`src/rtl/uberlut_pkg.sv`:
```
// Shared definitions for the UberLUT serial configuration loader.
package uberlut_pkg;

  typedef enum logic [2:0] {
    ST_IDLE,
    ST_LUT_RST,
    ST_FETCH,
    ST_SHIFT,
    ST_WAIT_RDY,
    ST_DONE,
    ST_ERROR
  } state_e;

  function automatic int total_bits(input int num_vars, input int num_varsel);
    return num_varsel * (1 << num_vars);
  endfunction

  // Width able to hold the values 0..n inclusive.
  function automatic int cnt_width(input int n);
    return $clog2(n + 1);
  endfunction

endpackage

```
`src/rtl/uberlut_piso.sv`:
```
// Parallel-in serial-out shift register with a remaining-bit counter; load wins over shift.
module uberlut_piso #(
  parameter int WORD_W = 32,
  parameter int BITS_W = 6
) (
  input  logic              clk,
  input  logic              rst,
  input  logic              load_i,
  input  logic [WORD_W-1:0] load_data_i,
  input  logic [BITS_W-1:0] load_bits_i,
  input  logic              shift_i,
  output logic              bit0_o,
  output logic              last_o
);

  logic [WORD_W-1:0] sr_q;
  logic [BITS_W-1:0] rem_q;

  always_ff @(posedge clk or negedge rst) begin
    if (!rst) begin
      sr_q  <= '0;
      rem_q <= '0;
    end else if (load_i) begin
      sr_q  <= load_data_i;
      rem_q <= load_bits_i;
    end else if (shift_i) begin
      sr_q  <= sr_q >> 1;
      rem_q <= rem_q - BITS_W'(1);
    end
  end

  assign bit0_o = sr_q[0];
  assign last_o = (rem_q == BITS_W'(1));

endmodule

```
`src/rtl/uberlut_loader.sv`:
```
// Streams packed configuration words LSB-first into an UberLUT, then waits for its ready flag.
module uberlut_loader
  import uberlut_pkg::*;
#(
  parameter int NUM_VARS   = 6,
  parameter int NUM_VARSEL = 2,
  parameter int WORD_W     = 32,
  parameter int TIMEOUT    = 16
) (
  input  logic              clk,
  input  logic              rst,
  input  logic              start,
  input  logic [WORD_W-1:0] s_data,
  input  logic              s_valid,
  output logic              s_ready,
  output logic              lut_rst,
  output logic              uberLUT_data,
  output logic              uberLUT_load,
  input  logic              lut_ready,
  output logic              busy,
  output logic              done,
  output logic              error
);

  localparam int TOTAL_BITS = total_bits(NUM_VARS, NUM_VARSEL);
  localparam int CNT_W      = cnt_width(TOTAL_BITS);
  localparam int WB_W       = cnt_width(WORD_W);
  localparam int WT_W       = $clog2(TIMEOUT);

  state_e            state_q, state_d;
  logic [CNT_W-1:0]  bit_cnt_q, bit_cnt_d;
  logic [WT_W-1:0]   wait_cnt_q, wait_cnt_d;
  logic              lut_rst_q, lut_rst_d;
  logic              load_q, load_d;
  logic              data_q, data_d;
  logic              busy_q, busy_d;
  logic              done_q, done_d;
  logic              error_q, error_d;

  logic              piso_load, piso_shift, piso_bit, piso_last;
  logic [WB_W-1:0]   piso_bits;
  int                rem_bits;

  uberlut_piso #(
    .WORD_W(WORD_W),
    .BITS_W(WB_W)
  ) u_piso (
    .clk        (clk),
    .rst        (rst),
    .load_i     (piso_load),
    .load_data_i(s_data),
    .load_bits_i(piso_bits),
    .shift_i    (piso_shift),
    .bit0_o     (piso_bit),
    .last_o     (piso_last)
  );

  always_comb begin
    state_d    = state_q;
    bit_cnt_d  = bit_cnt_q;
    wait_cnt_d = wait_cnt_q;
    done_d     = done_q;
    error_d    = error_q;
    load_d     = 1'b0;
    data_d     = 1'b0;
    s_ready    = 1'b0;
    piso_load  = 1'b0;
    piso_shift = 1'b0;

    case (state_q)
      ST_IDLE, ST_DONE, ST_ERROR: begin
        if (start) begin
          state_d = ST_LUT_RST;
          done_d  = 1'b0;
          error_d = 1'b0;
        end
      end
      ST_LUT_RST: begin
        bit_cnt_d = '0;
        state_d   = ST_FETCH;
      end
      ST_FETCH: begin
        s_ready = 1'b1;
        if (s_valid) begin
          piso_load = 1'b1;
          state_d   = ST_SHIFT;
        end
      end
      ST_SHIFT: begin
        piso_shift = 1'b1;
        load_d     = 1'b1;
        data_d     = piso_bit;
        bit_cnt_d  = bit_cnt_q + CNT_W'(1);
        if (bit_cnt_q == CNT_W'(TOTAL_BITS - 1)) begin
          state_d    = ST_WAIT_RDY;
          wait_cnt_d = '0;
        end else if (piso_last) begin
          // Request the next word in the same cycle as the last bit so streaming has no bubble.
          s_ready = 1'b1;
          if (s_valid) piso_load = 1'b1;
          else         state_d   = ST_FETCH;
        end
      end
      ST_WAIT_RDY: begin
        if (lut_ready) begin
          state_d = ST_DONE;
          done_d  = 1'b1;
        end else begin
          wait_cnt_d = wait_cnt_q + WT_W'(1);
          if (wait_cnt_q == WT_W'(TIMEOUT - 1)) begin
            state_d = ST_ERROR;
            error_d = 1'b1;
          end
        end
      end
      default: state_d = ST_IDLE;
    endcase

    // The final word is trimmed so no strobe is issued past the end of the LUT.
    rem_bits  = TOTAL_BITS - int'(bit_cnt_d);
    piso_bits = (rem_bits > WORD_W) ? WB_W'(WORD_W) : WB_W'(rem_bits);

    lut_rst_d = (state_d == ST_LUT_RST);
    busy_d    = state_d inside {ST_LUT_RST, ST_FETCH, ST_SHIFT, ST_WAIT_RDY};
  end

  always_ff @(posedge clk or negedge rst) begin
    if (!rst) begin
      state_q    <= ST_IDLE;
      bit_cnt_q  <= '0;
      wait_cnt_q <= '0;
      lut_rst_q  <= 1'b0;
      load_q     <= 1'b0;
      data_q     <= 1'b0;
      busy_q     <= 1'b0;
      done_q     <= 1'b0;
      error_q    <= 1'b0;
    end else begin
      state_q    <= state_d;
      bit_cnt_q  <= bit_cnt_d;
      wait_cnt_q <= wait_cnt_d;
      lut_rst_q  <= lut_rst_d;
      load_q     <= load_d;
      data_q     <= data_d;
      busy_q     <= busy_d;
      done_q     <= done_d;
      error_q    <= error_d;
    end
  end

  assign lut_rst      = lut_rst_q;
  assign uberLUT_load = load_q;
  assign uberLUT_data = data_q;
  assign busy         = busy_q;
  assign done         = done_q;
  assign error        = error_q;

endmodule

```
`config.mk`:
```
export PLATFORM = sky130hd
export DESIGN_NAME = uberlut_loader
export DESIGN_NICKNAME = d
export VERILOG_FILES = /design/src/rtl/uberlut_pkg.sv /design/src/rtl/uberlut_piso.sv /design/src/rtl/uberlut_loader.sv
export SDC_FILE = /design/constraint.sdc
export NUM_CORES = 1
export LEC_CHECK = 0
export CAP_MARGIN = 15
export CORE_ASPECT_RATIO = 0.6
export CORE_UTILIZATION = 45
export CTS_BUF_LIST = sky130_fd_sc_hd__clkbuf_8 sky130_fd_sc_hd__clkbuf_16
export DETAILED_ROUTE_END_ITERATION = 12
export MAX_ROUTING_LAYER = met4
export PLACE_DENSITY = 0.68
export REMOVE_ABC_BUFFERS = 1
export SLEW_MARGIN = 40
export SYNTH_ARGS = -nofsm -noshare
export SYNTH_HDL_FRONTEND = slang
export SYNTH_SLANG_ARGS = --single-unit
```
`constraint.sdc`:
```
create_clock -name clk -period 3.15 [get_ports clk]
set_input_delay 0.63 -clock clk [delete_from_list [all_inputs] [get_ports clk]]
set_output_delay 0.63 -clock clk [all_outputs]
set_load 0.005 [all_outputs]
```
==> impl_metrics.yaml <==
run:
  cap_violations: 0
yosys:
  synth_top_family_by_area: "simple AND/OR/NAND/NOR gates"
  postSynthCellCount: 363
  synthXorXnorAreaFrac_pct: 1.96
  syn_area_mm2: 0.00313
  synth_compound_area_share_pct: 18.2
  yosys.area_share.simple_pct: 25.5
  ys_async_sr_fraction_pct: 100
  synth-edff-count: 0
  ys_warn_count: 0
  synthMuxAreaShare_pct: 1.00
  seq_area_frac_synth_pct: 47.2
  ys.flop_type: "dfrtp_1"
  syn_avg_cell_area_um2: 8.61
  synthDistinctLibCells: 55
  ys_seq_elements: 59
  synth_fa_ha_area_share_pct: 2.40
cts:
  cts_made_buffers: 9
  clkLatencyLatePin_ns: 0.33
  htreeDepth: 3
  ctsHoldBuffers: 0
  cts_resized: 0
  cts_setup_buffers: 0
  cts_root_buf: "clkbuf_16"
  path_clk_slew_ns: 0.05
  cts_tree: "done"
  clk_path_buf_depth: 2
  tritoncts_num_sinks: 59
placement:
  hpwl_um: 5100
  io_buffers: 43
  gp_congestion: 0.843
sta:
  clock-skew-final_ns: 0.00560
  finalSetupViolCount: 0
  tns_ns: 0
  final.period_utilization_pct: 94.8
  max_freq_ghz: 0.335
  hold_viol: 0
  holdWs_ns: 0.269
  relSlewSlack_pct: 60.4
  slew_viol_final: 0
  tightest_slew_ns: 0.587
  rsz0062_at_grt: "no"
  fin_crit_ns: 2.99
finish:
  diodes: 0
  area_growth_pct: 26.9
  fillerInstances: 588
  drive_gt1_share_pct: 9.22
  layout.nets: 450
  layout_common_cells: "nand2_1 (82), dfrtp_1 (59), nor2_1 (46)"
  layout_commonest_cell: "nand2_1"
die:
  die_area_mm2: 0.00730
  dieHeight_um: 66.6
  start_util_pct: 46.6
  io_pins: 44
  rows: 23
  core_mm2: 0.00671
  die_w_um: 110
route:
  wl_um: 7370
  dr.pass1.iters: 4
  ant_nets: 0
  wl_per_cell_um: 14.8
  viasPerCell: 5.51
  drt_iter0_drc: 252
  drt_drc_violations_left: 0
  vias: 2749
grt:
  use_met1_pct: 33.3
  overflow: 0
  grt_usage_pct: 23.0
  grt_max_degree: 57
  antenna_found_initial: 0
  busiest_layer: "met1"
  use_met3_pct: 5.19
  grt_pass1_vias: 2443
  grtUsageMet2_pct: 31.2
  grt_pass1_wl_um: 12100
setup_path:
  cp.required_ns: 2.52
  path_class: "reg2out"
  cp_max_fo: 8
  crit_path_end_kind: "output pin"
  cp_data_arrival_time_ns: 2.36
  cp-start-kind: "register"
run_status:
  status: "completed"
power:
  ir_drop_mv: 0.443
  power_leakage_nw: 1.69
  p_per_area_mw_per_mm2: 1030
worst_hold_path:
  hold_path_class: "in2async"
-- per-stage QoR --
stage	power, mW	setup slack, ns	instances	util, %	instance area, um^2
floorplan	2.54	0.476	343	-	3040
finish	4.11	0.164	499	59.2	3970
global route	4.42	0.0395	499	59.2	3970
global placement	3.01	0.558	483	54.4	3650
detailed placement	3.05	0.382	483	54.4	3650
CTS	4.12	0.178	499	59.2	3970
-- critical path: stages (launching register included) --
cell and delay, ns:
dfrtp_1 0.46, ha_1 0.27, nand3_1 0.15, nor3_2 0.06, buf_4 0.16, o21ai_0 0.26, and2_1 0.18, clkdlybuf4s50_1 0.49
-- final timing paths --
| check | start | to | slack (ns) | cells past startpoint |
|---|---|---|---|---|
| hold / removal | rst | error$_DFFE_PN0P_ | 0.27 | 1 |
| max in group asynchronous | rst | u_piso.rem_q[2]$_DFFE_PN0P_ | 2.15 | 2 |
| min in group clk | error$_DFFE_PN0P_ | error$_DFFE_PN0P_ | 0.50 | 2 |
| setup reg to reg | state_q[0]$_DFF_PN0_ | u_piso.rem_q[4]$_DFFE_PN0P_ | 0.35 | 10 |
| setup / recovery | bit_cnt_q[0]$_DFF_PN0_ | s_ready | 0.16 | 7 |
| hold reg to reg | error$_DFFE_PN0P_ | error$_DFFE_PN0P_ | 0.50 | 2 |
-- cell usage after synthesis, types with 3 or more instances --
cell type | number | share of area, %
nand2_1 | 82 | 9.8
nand3_1 | 12 | 1.9
a31oi_1 | 31 | 6.2
buf_2 | 8 | 1.3
a211oi_1 | 3 | 0.72
xnor2_1 | 5 | 1.4
nand4_1 | 4 | 0.80
inv_1 | 7 | 0.84
nor3_1 | 6 | 0.96
o21ai_0 | 17 | 2.7
ha_1 | 6 | 2.4
clkbuf_1 | 11 | 1.3
nand2b_1 | 3 | 0.60
nor2_1 | 46 | 5.5
dfrtp_1 | 59 | 47
a21oi_1 | 13 | 2.1
-- routing by layer --
metal | up-vias | wire length [um]
li1 | 1372 | -
met1 | 1301 | 3820
met2 | 70 | 3080
met3 | 6 | 402
met4 | 0 | 66
met5 | - | 0
-- final cells by class --
class                      count  area [um^2]  area share (%)
timing repair buffer          53          500            12.6
clock buffer                   9          225            5.68
tap                           87          109            2.74
clock inverter                 7         93.8            2.37
multi-input combinational    277         1540            38.7
inverter                       7         26.3           0.662
sequential                    59         1480            37.2
-- state kept, by name (all words and copies together) (netlist names) --
name,flops
busy,1
u_piso.rem_q,6
u_piso.sr_q,32
bit_cnt_q,8
done,1
lut_rst,1
wait_cnt_q,4
error,1
uberLUT_load,1
uberLUT_data,1
state_q,3
-- where the power goes --
part / internal, mW / switching, mW / total, mW
logic: 0.716 / 0.994 / 1.71
clock network: 0.689 / 0.345 / 1.03
registers: 1.11 / 0.253 / 1.36
total: 2.51 / 1.59 / 4.11
-- logic make-up after synthesis --
family	count (synthesis)
flops	59
fa+ha+maj	6
simple gates	174
mux	3
compound gates	87
buf+inv	27
xor+xnor	7
(Power assumes the default switching activity.)
